<file path="src/rtl/sync_fifo.sv">
// First-word-fall-through FIFO with a registered head entry.
// The head holds its last value once the FIFO drains.
module sync_fifo #(
    parameter int WIDTH = 32,
    parameter int DEPTH = 8
) (
    input  logic             clk,
    input  logic             reset,
    input  logic             push,
    input  logic             pop,
    input  logic [WIDTH-1:0] wdata,
    output logic [WIDTH-1:0] rdata,
    output logic             empty,
    output logic             full
);

    localparam int PW = $clog2(DEPTH);
    localparam int CW = PW + 1;

    logic [WIDTH-1:0] mem [DEPTH];
    logic [PW-1:0]    rd_ptr;
    logic [PW-1:0]    wr_ptr;
    logic [PW-1:0]    rd_nxt;
    logic [CW-1:0]    cnt;
    logic [CW-1:0]    cnt_nxt;
    logic [WIDTH-1:0] head_nxt;
    logic             do_push;
    logic             do_pop;

    assign do_pop  = pop && !empty;
    assign do_push = push && (!full || do_pop);
    assign rd_nxt  = rd_ptr + PW'(1);

    // Occupancy and next head; a pop exposes the following entry.
    always_comb begin
        cnt_nxt  = cnt;
        head_nxt = rdata;
        if (do_push && !do_pop)
            cnt_nxt = cnt + CW'(1);
        else if (do_pop && !do_push)
            cnt_nxt = cnt - CW'(1);
        if (do_pop) begin
            if (cnt > CW'(1))
                head_nxt = mem[rd_nxt];
            else if (do_push)
                head_nxt = wdata;
        end else if (empty && do_push) begin
            head_nxt = wdata;
        end
    end

    // Storage array, written only on accepted pushes.
    always_ff @(posedge clk) begin
        if (do_push)
            mem[wr_ptr] <= wdata;
    end

    // Pointers, occupancy, flags and head register.
    always_ff @(posedge clk) begin
        if (reset) begin
            rd_ptr <= '0;
            wr_ptr <= '0;
            cnt    <= '0;
            rdata  <= '0;
            empty  <= 1'b1;
            full   <= 1'b0;
        end else begin
            if (do_push)
                wr_ptr <= wr_ptr + PW'(1);
            if (do_pop)
                rd_ptr <= rd_nxt;
            cnt   <= cnt_nxt;
            rdata <= head_nxt;
            empty <= (cnt_nxt == '0);
            full  <= (cnt_nxt == CW'(DEPTH));
        end
    end

endmodule

</file>
<file path="config.mk">
export PLATFORM = sky130hd
export DESIGN_NAME = sync_fifo
export DESIGN_NICKNAME = d
export VERILOG_FILES = /design/src/rtl/sync_fifo.sv
export SDC_FILE = /design/constraint.sdc
export NUM_CORES = 1
export LEC_CHECK = 0
export ABC_CLOCK_PERIOD_IN_PS = 4200
export CORE_UTILIZATION = 53
export DETAILED_ROUTE_END_ITERATION = 8
export PLACE_DENSITY = 0.78
export SLEW_MARGIN = 20
export SYNTH_ARGS = -nofsm -noshare
export SYNTH_HDL_FRONTEND = slang
export SYNTH_SLANG_ARGS = --single-unit
</file>
<file path="constraint.sdc">
create_clock -name clk -period 4.2 [get_ports clk]
set_clock_uncertainty 0.15 [all_clocks]
set_input_delay 0.42 -clock clk [delete_from_list [all_inputs] [get_ports clk]]
set_output_delay 0.42 -clock clk [all_outputs]
set_load 0.01 [all_outputs]
</file>
==> results by group <==
Run status
  – Status: completed

Floorplanning
  – Rows: 53
  – CORE AREA: 21300 sq um
  – Starting density of the core: 54.8%
  – Die Height: 150 um
  – Ports: 70
  – Die Wd: 150 um
  – Die area: 22600 sq um

Timing
  – Crit path time final: 2980 ps
  – Setup TNS: 0 ps
  – Least-Margin Pin Slew: 936 ps
  – Setup violators final: 0
  – PnR worst setup slack: 1220 ps
  – Ratio of final minimum period to clock period: 71.0%
  – Setup repair after global routing missed its margin: false
  – FMAX: 0.335 GHz
  – Final Slew Violations: 0
  – Final Hold Viols: 0
  – Worst slew margin: 37.3%

Place
  – Placed wire-length estimate: 13.1 mm
  – GP Congestion: 0.768
  – Pre-CTS setup slack: 708 ps
  – DP Cell Count: 1129
  – Placed cell area: 12800 sq um
  – Buffers on Ports: 69

Finish
  – Fin area: 13600 sq um
  – Post-Layout Cell Count: 1180
  – Antenna diodes: 0
  – Layout cells sized above 1: 8.40%
  – Filler cells: 1438
  – Syn-to-layout area delta: 16.6%
  – Final nets: 926

Worst setup path
  – Crit path DAT: 3080 ps
  – Reg2reg setup slack: 1300 ps
  – CP max FO: 17
  – Reg-to-Reg Start: empty
  – Crit start category: primary input
  – CP Data Required Time: 4300 ps
  – CP peak stage delay: 760 ps
  – Worst r2r path cells: 5
  – Crit-path cells: clkdlybuf4s50_1 -> a21boi_0 -> nand2_1 -> nor2_4 -> buf_12
  – Setup crit end kind: flop
  – Critical path type: primary input to flop
  – CP max-delay cell: clkdlybuf4s50_1
  – Critical Path Source: push
  – WP buf/inv: 2
  – Crit-path leading delay family: buffers and inverters
  – RR Endpoint: mem[7][20]

Worst hold path
  – Worst Hold Class: flop to flop
  – Worst hold start: rd_ptr[1]
  – Hold path cells: 2
  – Hold Crit Endpoint: rd_ptr[1]

Route
  – Wirelength, routed: 23.6 mm
  – Drt drc: 0
  – Initial DRC Count: 543
  – DR pass1 iterations: 5
  – Wire length per cell: 20.0 um
  – Final ANT Viol Nets: 0
  – Via-to-Cell Ratio: 5.93
  – DR vias: 7002

Pwr
  – Lkg Pwr: 4.61 nW
  – Worst vdd ir: 0.000342 V
  – Power per cell area: 485 nW/um^2

Clocking
  – H-tree depth: 1
  – CTS max path bufs: 3
  – Post-CTS Setup Inserts: 0
  – Clk sinks: 300
  – Root Buffer: clkbuf_16
  – Hold-fix buffers, CTS: 0
  – PostCTS Resize Cnt: 0
  – Worst-skew pair later-pin latency: 540 ps
  – Reg clk slew, reported paths: 60 ps
  – TritonCTS clock tree: yes
  – Total CTS buffers: 29

Synthesis
  – Yosys cell types: 35
  – Synth Instances: 816
  – Synth Warn #: 0
  – Flops & latches, synth: 300
  – Avg Inst Size Synth: 14.3 sq um
  – Async set-or-reset flop fraction in the synthesized netlist: 0%
  – Mapped Nets: 857
  – Post-synth EDFFs: 256
  – Sequential fraction of the synthesis area: 73.4%
  – Top_reg_cell synth: edfxtp_1
  – Area of the mapped netlist: 11700 sq um

Global route
  – Largest net degree at the start of global routing: 128
  – Vias in the first global route: 6899
  – Global route total overflow: 0
  – Initial antenna violation count: 0
  – First-pass GRT wire length: 37.3 mm
  – Total Routing Usage GR: 21.7%

Job
  – Max-Cap Viols: 0
-- logic make-up (layout without fill, tap and decap cells) --
logic type                 after synthesis  after routing  share of synthesized area, %
DFF                                    300            300                          73.4
and+or+nand+nor                        244            244                          8.36
AOI/OAI and AO/OA                      143            143                          9.39
muxes                                   66             66                          5.67
buffers and inverters                   51            140                          1.93
xor gates and xnor gates                 7              7                         0.686
adders and majority gates                5              5                         0.536
-- how the worst max path moves through the flow --
stage,to,slack [ps],depth (start not counted)
global route,mem[7][9],970,5
CTS,mem[7][14],1240,5
finish,mem[7][20],1220,5
global placement,mem[7][16],800,5
floorplan,mem[0][0],70,4
detailed placement,mem[7][16],710,5
-- synth_stat cells (2+ instances only) --
master	count	area, sq um
nor2_1	21	78.8
nand2b_1	6	37.5
a31oi_1	65	407
buf_1	2	7.51
clkbuf_1	26	97.6
dfxtp_1	44	881
nor2b_1	5	31.3
nor3_1	2	10.0
buf_2	18	90.1
o31ai_1	2	15.0
a21oi_1	5	25.0
xor2_1	2	17.5
nand2_1	202	758
xnor2_1	4	35.0
and2_1	3	18.8
o211ai_1	2	15.0
ha_1	5	62.6
inv_1	2	7.51
a32o_1	32	320
o2bb2ai_1	32	280
edfxtp_1	256	7690
buf_4	3	22.5
mux2i_1	65	651
-- metal layers --
layer	wire length (um)	share of wire [%]	global-route usage (%)
met1	10100	43	29.4
met2	11700	49	36.4
met3	1420	6.0	2.94
met4	471	2.0	6.82
met5	0	0	0
-- area by class of cell --
type                    count  area, sq um  area share [%]
flip-flops and latches    300         8570            63.0
multi-input cells         465         2960            21.8
repair buffers             87          876            6.44
clock buffers              35          748            5.50
well taps                 275          344            2.53
clock inverters            16          100           0.736
inverters                   2         7.51          0.0552
-- per-stage QoR --
stage	hold slack [ps]	total power, mW	util (%)
after floorplan	290	3.94	-
after global placement	320	4.28	59.9
after detailed placement	319	4.30	59.9
after CTS	327	6.63	63.9
after global routing	361	6.82	63.9
final	329	6.59	63.9
-- cells in the final DEF, fill, tap and decap left out, types with 2 or more instances in the layout --
cell type,n
nand2_1,202
clkinv_2,11
a21oi_1,5
nor3_2,2
nor2_1,14
xor2_1,2
a32o_1,32
nor2b_2,2
clkdlybuf4s50_1,69
nor2_4,6
inv_1,2
edfxtp_1,256
xnor2_1,3
and2_1,2
o211ai_1,2
a31oi_1,65
clkbuf_16,29
ha_1,5
o2bb2ai_1,32
nand2b_1,6
clkinv_1,4
nor2b_1,3
dfxtp_1,44
o31ai_1,2
buf_4,14
buf_12,4
clkbuf_1,6
mux2i_1,65
-- flip-flops by register name, summed over array words and instances, names as in the netlist --
| signal | flops |
|---|---|
| mem | 256 |
| rdata | 32 |
| cnt | 4 |
| rd_ptr | 3 |
| wr_ptr | 3 |
| empty | 1 |
| full | 1 |
-- power breakdown --
part / switching [mW] / total, mW / leakage (nW) / internal, mW
clock: 1.04 / 2.35 / 0.428 / 1.32
sequential: 0.0607 / 3.42 / 2.69 / 3.36
combinational: 0.462 / 0.815 / 1.49 / 0.354
total: 1.56 / 6.59 / 4.61 / 5.03
-- worst register-to-register path, cell delays in order (launching register included) --
cell and delay [ps]:
dfxtp_1 340, nand2b_1 240, a21boi_0 660, nand2_1 390, nor2_4 580, buf_12 240
No activity file was read; power rests on OpenSTA's default activity.
